==> config.mk <==
export PLATFORM = sky130hd
export DESIGN_NAME = gpr_wb_queue
export DESIGN_NICKNAME = d
export VERILOG_FILES = /design/src/rtl/gpr_wb_queue.sv
export SDC_FILE = /design/constraint.sdc
export NUM_CORES = 1
export LEC_CHECK = 0
export CAP_MARGIN = 20
export CORE_MARGIN = 2
export CORE_UTILIZATION = 61
export DETAILED_ROUTE_END_ITERATION = 8
export PLACE_DENSITY_LB_ADDON = 0.12
export SLEW_MARGIN = 20
export SYNTH_ARGS = -nofsm -noshare
export SYNTH_HDL_FRONTEND = slang
export SYNTH_SLANG_ARGS = --single-unit
==> constraint.sdc <==
create_clock -name clk -period 5.6 [get_ports clk]
set_input_delay 0.84 -clock clk [delete_from_list [all_inputs] [get_ports clk]]
set_output_delay 0.84 -clock clk [all_outputs]
set_load 0.1 [all_outputs]
==> src/rtl/gpr_wb_queue.sv <==
`default_nettype none
// +-----------------------------------------------------------------------+
// | gpr_wb_queue : in-order write-back queue owning the GPR write port,   |
// |                with pending-write hazard lookup and forwarding.       |
// | Revision 1.0                                                          |
// +-----------------------------------------------------------------------+
module gpr_wb_queue #(
    parameter int DEPTH = 4
) (
    input  logic                         clk,
    input  logic                         reset,
    input  logic                         flush,
    input  logic                         in_valid,
    output logic                         in_ready,
    input  logic [4:0]                   in_dst,
    input  logic                         jal_instr,
    input  logic [31:0]                  in_data,
    input  logic                         drain,
    output logic                         regWr,
    output logic [4:0]                   Rw,
    output logic [31:0]                  busW,
    input  logic [4:0]                   Rs,
    input  logic [4:0]                   Rt,
    output logic                         hitA,
    output logic                         hitB,
    output logic [31:0]                  fwdA,
    output logic [31:0]                  fwdB,
    output logic [$clog2(DEPTH+1)-1:0]   count
);

    localparam int PTR_W = $clog2(DEPTH);
    localparam int CNT_W = $clog2(DEPTH + 1);
    localparam logic [CNT_W-1:0] C_DEPTH    = CNT_W'(DEPTH);
    localparam logic [4:0]       C_LINK_REG = 5'd31;

    logic [4:0]       r_dst  [DEPTH];
    logic [31:0]      r_data [DEPTH];
    logic [PTR_W-1:0] r_head;
    logic [PTR_W-1:0] r_tail;
    logic [CNT_W-1:0] r_count;

    logic [4:0] w_edst;
    logic       w_nonempty;
    logic       w_pop;
    logic       w_store;

    assign w_edst     = jal_instr ? C_LINK_REG : in_dst;
    assign w_nonempty = (r_count != '0);
    assign w_pop      = drain && w_nonempty && !flush && !reset;

    // A full queue still accepts when the head leaves in the same cycle.
    assign in_ready   = !reset && !flush && ((r_count < C_DEPTH) || (drain && w_nonempty));
    assign w_store    = in_valid && in_ready && (w_edst != 5'd0);

    assign regWr = w_pop;
    assign Rw    = w_pop ? r_dst[r_head]  : 5'd0;
    assign busW  = w_pop ? r_data[r_head] : 32'd0;
    assign count = reset ? '0 : r_count;

    // Scan oldest to youngest so the last match is the newest pending write.
    always_comb begin
        logic [PTR_W-1:0] w_idx;
        w_idx = '0;
        hitA  = 1'b0;
        hitB  = 1'b0;
        fwdA  = 32'd0;
        fwdB  = 32'd0;
        for (int i = 0; i < DEPTH; i++) begin
            w_idx = r_head + PTR_W'(i);
            if (!reset && (CNT_W'(i) < r_count)) begin
                if ((Rs != 5'd0) && (r_dst[w_idx] == Rs)) begin
                    hitA = 1'b1;
                    fwdA = r_data[w_idx];
                end
                if ((Rt != 5'd0) && (r_dst[w_idx] == Rt)) begin
                    hitB = 1'b1;
                    fwdB = r_data[w_idx];
                end
            end
        end
    end

    always_ff @(posedge clk) begin
        if (reset || flush) begin
            r_head  <= '0;
            r_tail  <= '0;
            r_count <= '0;
        end else begin
            if (w_store) begin
                r_tail <= r_tail + 1'b1;
            end
            if (w_pop) begin
                r_head <= r_head + 1'b1;
            end
            if (w_store && !w_pop) begin
                r_count <= r_count + 1'b1;
            end else if (!w_store && w_pop) begin
                r_count <= r_count - 1'b1;
            end
        end
    end

    always_ff @(posedge clk) begin
        if (w_store) begin
            r_dst[r_tail]  <= w_edst;
            r_data[r_tail] <= in_data;
        end
    end

    a_no_overflow: assert property (@(posedge clk) disable iff (reset) r_count <= C_DEPTH);

endmodule
`default_nettype wire

==> impl_results.md, run 1 <==
- Outcome: completed
- Data arrival at the endpoint of the critical path: 4.32 ns
- Post-route DRC: 0
- Leakage: around 4.8 nW
- Buffers added on ports: 160
- Crit path launch: r_head[1]
- Share of the clock period used by the worst path after layout: between 90% and 100%
- Post-CTS setup repair buffer count: 0
- Initial antenna violation count: 0
- Post-place setup slack: ~1.1 ns
- Met1 Use GR: roughly 47%
- Final worst path period need: between 5 and 6 ns
- Worst setup path endpoint: fwdB[8]
- Syn Std Cell Area: 0.0117 mm^2
- Estimated wirelength of the detail-placed design: around 23 mm
- Filler-free cell count of the finished design: roughly 1400
- Count of TritonRoute iterations in the first routing pass: 9
- Final-report setup violation count: 0
- Hold slack final: approximately 0.53 ns
- Routed via count divided by cell count: ~7.3
- Gate count of the mapped netlist: 1034
- Layout overhead on the synthesized area: 26.3%
- Net count after synthesis: about 1100
- Met3 Track Usage GR: 9.93%
- Startpoint type of the worst setup path: flop
- Power, Total: roughly 0.0027 W
- Post-cts sizing count: 0
- Data required time at the worst endpoint: 4.76 ns
- Hold buffer count at cts: 0
- Post-Layout Inst Area: about 0.015 mm^2
- Number of global-route vias before repair: just over 10000
- Initial standard-cell utilization of the core: around 62%
- Placed standard-cell area: around 0.014 mm^2
- Antenna cells: 0
- GRT Total Usage: a little over a third
- Remaining global-route overflow: 0
- Sum of routed wire length over all layers: about 36 mm
- Height of the chip: 142 um
- Final slew viol count: 0
- Flop-to-flop setup slack: ~2.9 ns
- Number of max-cap violations: 0
- Final nets: 1201
- Maximum number of pins on one net before global-route repair: 45
- Clock-pin slew of the registers on the worst-case setup and hold paths: ~0.060 ns
- Final Hold Fails: 0
- Fraction of final layout cells with drive strength greater than 1: between 30 and 40%
- Most used DFF post-synth: edfxtp_1
- Horiz. Die Dim: about 140 um
- Warnings from Yosys: 0
- Count of placed standard cells including taps: 1354
- Core area: around 0.019 mm^2
- Reg-to-reg startpoint: r_count[0]
- Critical path class: flop to output pin
- Total clock buffers created by CTS: 17
- Number of rows in the core area: 50
- Capture instance of the worst register-to-register path: r_count[1]
- Number of synthesized flops with an enable pin: about 150
- Max Buffers Root-to-Sink: 2
- Number of flip-flops and latches in the synthesized netlist: between 150 and 200
- Element type at the critical path end: output pin
- Unique cell type count in the Yosys netlist: 54
- Initial DRC Count: 1386
- Clock tree from TritonCTS: built
- Peak supply drop: around 0.22 mV
- Die Outline Area: slightly above 0.02 mm^2
- Worst-Skew Late Latency: approximately 0.44 ns
- Top Ports: 161
- Max Clk Rate: 194 MHz
- Synth Area per Inst: ~11 um^2
- Actual slew at the worst max-slew pin: 1.08 ns
- Clock tree root driver cell: clkbuf_16
- Fin worst setup slack: roughly 0.44 ns
- Wire per inst: about 26 um
- Routability cong.: 0.957
- Via count of the routed design: 10159
- Clock sink count: roughly 160
- Hold Path Class: flop to flop
- Maximum fanout along the worst path: 41
- Seq/Total Area, Yosys: between 30% and 40%
- Worst max-slew margin expressed relative to the limit: 28.2%
- Post-synth ARST share: 0%
- Cell count of the worst reg-to-reg path: 11
- Setup repair after global routing missed its margin: false
- Most utilized layer in the global route result: met2
- Power per Cell Area: approximately 180 mW/mm^2
- Worst-case clock skew: around 0.012 ns
- First-pass GRT wire length: 55.6 mm
- Depth of the CTS H-tree: 4
- Count of antenna-violating nets left after detailed routing: 0
- Global-route track usage on met2: 56.4%
==> through the flow <==
stage	TNS, ns	utilization, %
finish	0	78.7
CTS	0	78.7
detailed placement	0	75.8
global route	0	78.7
floorplan	-8.10	-
global placement	0	75.8
==> cells in the mapped netlist (all sizes together), types with 2 or more instances <==
cell / number / area, um^2
a211oi: 30 / 225
a21oi: 18 / 90.1
a311oi: 31 / 272
a31oi: 26 / 163
a41oi: 2 / 17.5
and2: 44 / 275
and3: 8 / 50.1
buf: 34 / 186
clkbuf: 76 / 285
dfxtp: 9 / 180
edfxtp: 148 / 4440
ha: 9 / 113
inv: 11 / 41.3
mux2: 26 / 293
mux2i: 76 / 761
mux4: 88 / 1980
nand2: 57 / 214
nand2b: 2 / 12.5
nand3: 7 / 35.0
nand3b: 4 / 30.0
nand4: 6 / 37.5
nor2: 108 / 405
nor3: 55 / 275
nor4: 12 / 96.3
nor4b: 26 / 234
o2111a: 2 / 22.5
o211a: 3 / 30.0
o21ai: 14 / 70.1
o22ai: 3 / 18.8
o31ai: 32 / 240
or2: 7 / 43.8
or3: 2 / 12.5
xnor2: 35 / 307
xor2: 12 / 105
==> final cells by class <==
cell class                 count  area (um^2)
clock buffer                  17          425
clock inverter                15          126
fill                        1120         3980
inverter                      12         45.0
multi-input combinational    755         6800
sequential                   157         4630
tap                          234          293
timing repair buffer         196         2400
==> logic make-up after synthesis <==
| logic type | Yosys count | share of synthesized area (%) |
|---|---|---|
| compound gates | 166 | 10.2 |
| xor+xnor | 47 | 3.53 |
| fa+ha+maj | 9 | 0.966 |
| buf+inv | 122 | 4.43 |
| flops | 157 | 39.7 |
| mux | 190 | 26.0 |
| simple gates | 343 | 15.1 |
==> where the power goes <==
| part | switching [W] | internal [W] |
|---|---|---|
| logic | 0.000156 | 0.000107 |
| registers | 0.0000105 | 0.00129 |
| clock network | 0.000523 | 0.000581 |
==> layout by cell type, fill, tap and decap left out, drive strengths merged, types with 6 or more instances in the layout <==
master	Yosys	layout
a211oi	30	30
a21oi	18	18
a311oi	31	31
a31oi	26	26
and2	44	44
and3	8	8
buf	34	139
clkbuf	76	17
clkdlybuf4s50	0	57
dfxtp	9	9
edfxtp	148	148
ha	9	9
inv	11	20
mux2	26	26
mux2i	76	76
mux4	88	88
nand2	57	57
nand3	7	7
nand4	6	6
nor2	108	108
nor3	55	55
nor4	12	12
nor4b	26	26
o21ai	14	14
o31ai	32	32
or2	7	7
xnor2	35	35
xor2	12	12
==> worst min-delay path by stage <==
stage	startpoint	end	slack, ns	cells past startpoint
after CTS	r_count[2]	r_count[2]	0.53	2
after global placement	r_count[2]	r_count[2]	0.50	2
after detailed placement	r_count[2]	r_count[2]	0.52	2
final	r_count[2]	r_count[2]	0.53	2
after global routing	r_count[2]	r_count[2]	0.58	2
after floorplan	r_count[2]	r_count[2]	0.48	2
==> metal layers <==
metal | vias up | wire length (um) | share of wire (%)
li1 | 4263 | - | -
met3 | 209 | 4610 | 13
met5 | - | 0 | 0
met1 | 4822 | 13200 | 36
met4 | 0 | 1890 | 5.2
met2 | 865 | 16800 | 46
==> critical path, cell delays in order (launching register included) <==
cell and delay [ns]:
dfxtp_4 0.67, buf_4 0.59, mux4_2 0.44, xnor2_1 0.25, o2111a_1 0.60, nand3_1 0.22, buf_4 0.26, a311oi_1 0.47
o31ai_2 0.16, buf_12 0.19
==> flip-flops by register name, summed over array words and instances (netlist names), named ones only <==
signal / flops
r_count: 3
r_tail: 2
r_head: 2
r_data: 128
r_dst: 20
(Power assumes the default switching activity.)
==> inputs of run 2 (changes only) <==
--- a/config.mk
+++ b/config.mk
@@ -5,10 +5,10 @@
 export SDC_FILE = /design/constraint.sdc
 export NUM_CORES = 1
 export LEC_CHECK = 0
-export CAP_MARGIN = 20
 export CORE_MARGIN = 2
 export CORE_UTILIZATION = 61
 export DETAILED_ROUTE_END_ITERATION = 8
+export MAX_ROUTING_LAYER = met4
 export PLACE_DENSITY_LB_ADDON = 0.12
 export SLEW_MARGIN = 20
 export SYNTH_ARGS = -nofsm -noshare
==> run 2 against run 1 <==
Against the previous run: die area unchanged; register-to-register slack improved by 0.04 ns; global-route usage rose by 2.5 points; design area is 0.24% higher; core utilization increased by 0.19 points; critical path depth down 1; non-clock buffer count is 3 lower; sequential power hardly changed; highest routed layer unchanged.
==> impl_results.md, run 2 (synthesis results as in run 1) <==
- Actual slew at the worst max-slew pin: 1.13 ns (+0.0532 ns)
- Crit path launch: r_head[0]
- Buffers added on ports: 160 (unchanged)
- Max Buffers Root-to-Sink: 2 (unchanged)
- Horiz. Die Dim: 142 um (unchanged)
- Wire per inst: 27.0 um (+2.7%)
- Element type at the critical path end: output pin
- GRT Total Usage: 38.6% (+2.5 points)
- Worst max-slew margin expressed relative to the limit: 24.5% (-3.7 points)
- Final nets: 1198 (-0.25%)
- Clock tree from TritonCTS: built
- Top register by number of flip-flops: r_data
- Final Hold Fails: 0 (unchanged)
- Setup repair after global routing missed its margin: false
- Peak supply drop: 0.195 mV (-12%)
- Count of TritonRoute iterations in the first routing pass: 8 (-1)
- Leading cell type in the layout, fill and taps excluded: edfxtp_1
- Layout overhead on the synthesized area: 26.6%
- Total clock buffers created by CTS: 17 (unchanged)
- Initial DRC Count: 1550 (+12%)
- Filler-free cell count of the finished design: 1384 (-0.14%)
- Count of placed standard cells including taps: 1350 (-0.30%)
- Routability cong.: 0.916 (-4.3%)
- Flop-to-flop setup slack: 2.96 ns (+0.04 ns)
- Die Outline Area: 0.0202 mm^2 (unchanged)
- Hold Path Class: flop to flop
- Routed via count divided by cell count: 7.49 (+2.2%)
- Worst setup path endpoint: fwdB[6]
- Fin worst setup slack: 0.427 ns (-0.0115 ns)
- Initial antenna violation count: 1 (+1)
- Final worst path period need: 5.17 ns (+0.0115 ns)
- Top Ports: 161 (unchanged)
- Max Clk Rate: 193 MHz (-0.22%)
- Post-place setup slack: 0.976 ns (-0.0970 ns)
- Clock tree root driver cell: clkbuf_16
- Number of global-route vias before repair: 10252 (+1.0%)
- Hold buffer count at cts: 0 (unchanged)
- Cell count of the worst reg-to-reg path: 9 (-2)
- Number of rows in the core area: 50 (unchanged)
- Estimated wirelength of the detail-placed design: 23.2 mm (+0.65%)
- Initial standard-cell utilization of the core: 62.3% (unchanged)
- Depth of the CTS H-tree: 4 (unchanged)
- Remaining global-route overflow: 0 (unchanged)
- Core area: 0.0187 mm^2 (unchanged)
- Post-cts sizing count: 0 (unchanged)
- Count of antenna-violating nets left after detailed routing: 0 (unchanged)
- Clock-pin slew of the registers on the worst-case setup and hold paths: 0.06 ns (about the same)
- Final total negative setup slack: 0 ns (unchanged)
- Final slew viol count: 0 (unchanged)
- Leakage: 4.83 nW (+0.25%)
- Via count of the routed design: 10370 (+2.1%)
- Regs by FF count: r_data: 128 flops, r_dst: 20 flops, r_count: 3 flops
- Number of max-cap violations: 0 (unchanged)
- Met1 Use GR: 48.9% (+1.6 points)
- Worst-Skew Late Latency: 0.44 ns (about the same)
- Most utilized layer in the global route result: met2
- Flip-flop count of the largest register, all copies and words added: 128 (unchanged)
- Outcome: completed
- Share of the clock period used by the worst path after layout: 92.4% (+0.21 points)
- Global-route track usage on met2: 59.2% (+2.8 points)
- Data arrival at the endpoint of the critical path: 4.33 ns (about the same)
- Clock sink count: 157 (unchanged)
- Fraction of final layout cells with drive strength greater than 1: 31.0% (about the same)
- Height of the chip: 142 um (unchanged)
- Maximum number of pins on one net before global-route repair: 46 (+2.2%)
- Maximum fanout along the worst path: 40 (-2.4%)
- Top library cells by usage in the layout, fill and taps aside: edfxtp_1 (148), nor2_1 (106), mux4_2 (88)
- Startpoint type of the worst setup path: flop
- Critical path class: flop to output pin
- First-pass GRT wire length: 57.3 mm (+3.1%)
- Sum of routed wire length over all layers: 37.4 mm (+2.6%)
- Post-CTS setup repair buffer count: 0 (unchanged)
- Data required time at the worst endpoint: 4.76 ns (about the same)
- Capture instance of the worst register-to-register path: r_count[2]
- Power per Cell Area: 188 mW/mm^2 (+3.4%)
- Reg-to-reg startpoint: r_count[1]
- Post-route DRC: 0 (unchanged)
- Met3 Track Usage GR: 9.59% (-0.34 points)
- Final-report setup violation count: 0 (unchanged)
- Worst-case clock skew: 0.00883 ns (-0.00276 ns)
[run 2: cell types whose count changed in the layout (fill, tap and decap cells not counted), sizes merged]
cell / change
bufinv: +2
inv: -2
buf: -4
diode: +1
clkbuf: +1
[run 2: worst min-delay path by stage]
stage,to,slack [ns],cells after the start,startpoint
4_1_cts,r_count[2],0.57,2,r_count[2]
6_report,r_tail[1],0.57,2,r_tail[1]
3_3_place_gp,r_count[2],0.51,2,r_count[2]
5_1_grt,r_count[2],0.59,2,r_count[2]
3_5_place_dp,r_count[2],0.51,2,r_count[2]
2_1_floorplan,r_count[2],0.48,2,r_count[2]
[run 2: critical path, stage by stage (launching register included)]
cell and delay [ns]:
dfxtp_4 0.79, mux4_2 0.65, xnor2_1 0.22, nand4_1 0.24, or4b_1 1.02, buf_4 0.41, nor2_1 0.18, o31ai_2 0.14
buf_12 0.21
[run 2: cell type report]
| class | instances | area, um^2 |
|---|---|---|
| diodes | 1 | 2.50 |
| clock buffers | 17 | 425 |
| clock inverters | 15 | 181 |
| fillers | 1096 | 3950 |
| inverters | 12 | 45.0 |
| multi-input cells | 755 | 6800 |
| flip-flops and latches | 157 | 4630 |
| well taps | 234 | 293 |
| repair buffers | 193 | 2380 |
[run 2: power by group]
group	switching, W	internal (W)	total [W]
combinational	0.000156	0.000107	0.000264
clock	0.000525	0.000674	0.00120
sequential	0.0000122	0.00129	0.00131
total	0.000694	0.00207	0.00277
[run 2: through the flow]
step	utilization, %	total power, W	hold slack [ns]	area (um^2)
floorplan	-	0.00148	0.480	11900
global placement	75.6	0.00158	0.506	14100
detailed placement	75.6	0.00159	0.512	14100
CTS	78.9	0.00276	0.566	14800
global route	78.9	0.00283	0.590	14800
finish	78.9	0.00277	0.569	14800
[run 2: layer usage]
| metal | vias up | share of wire, % |
|---|---|---|
| met1 | 4937 | 35 |
| met2 | 959 | 46 |
| li1 | 4254 | - |
| met3 | 220 | 14 |
| met5 | - | 0 |
| met4 | 0 | 5.1 |
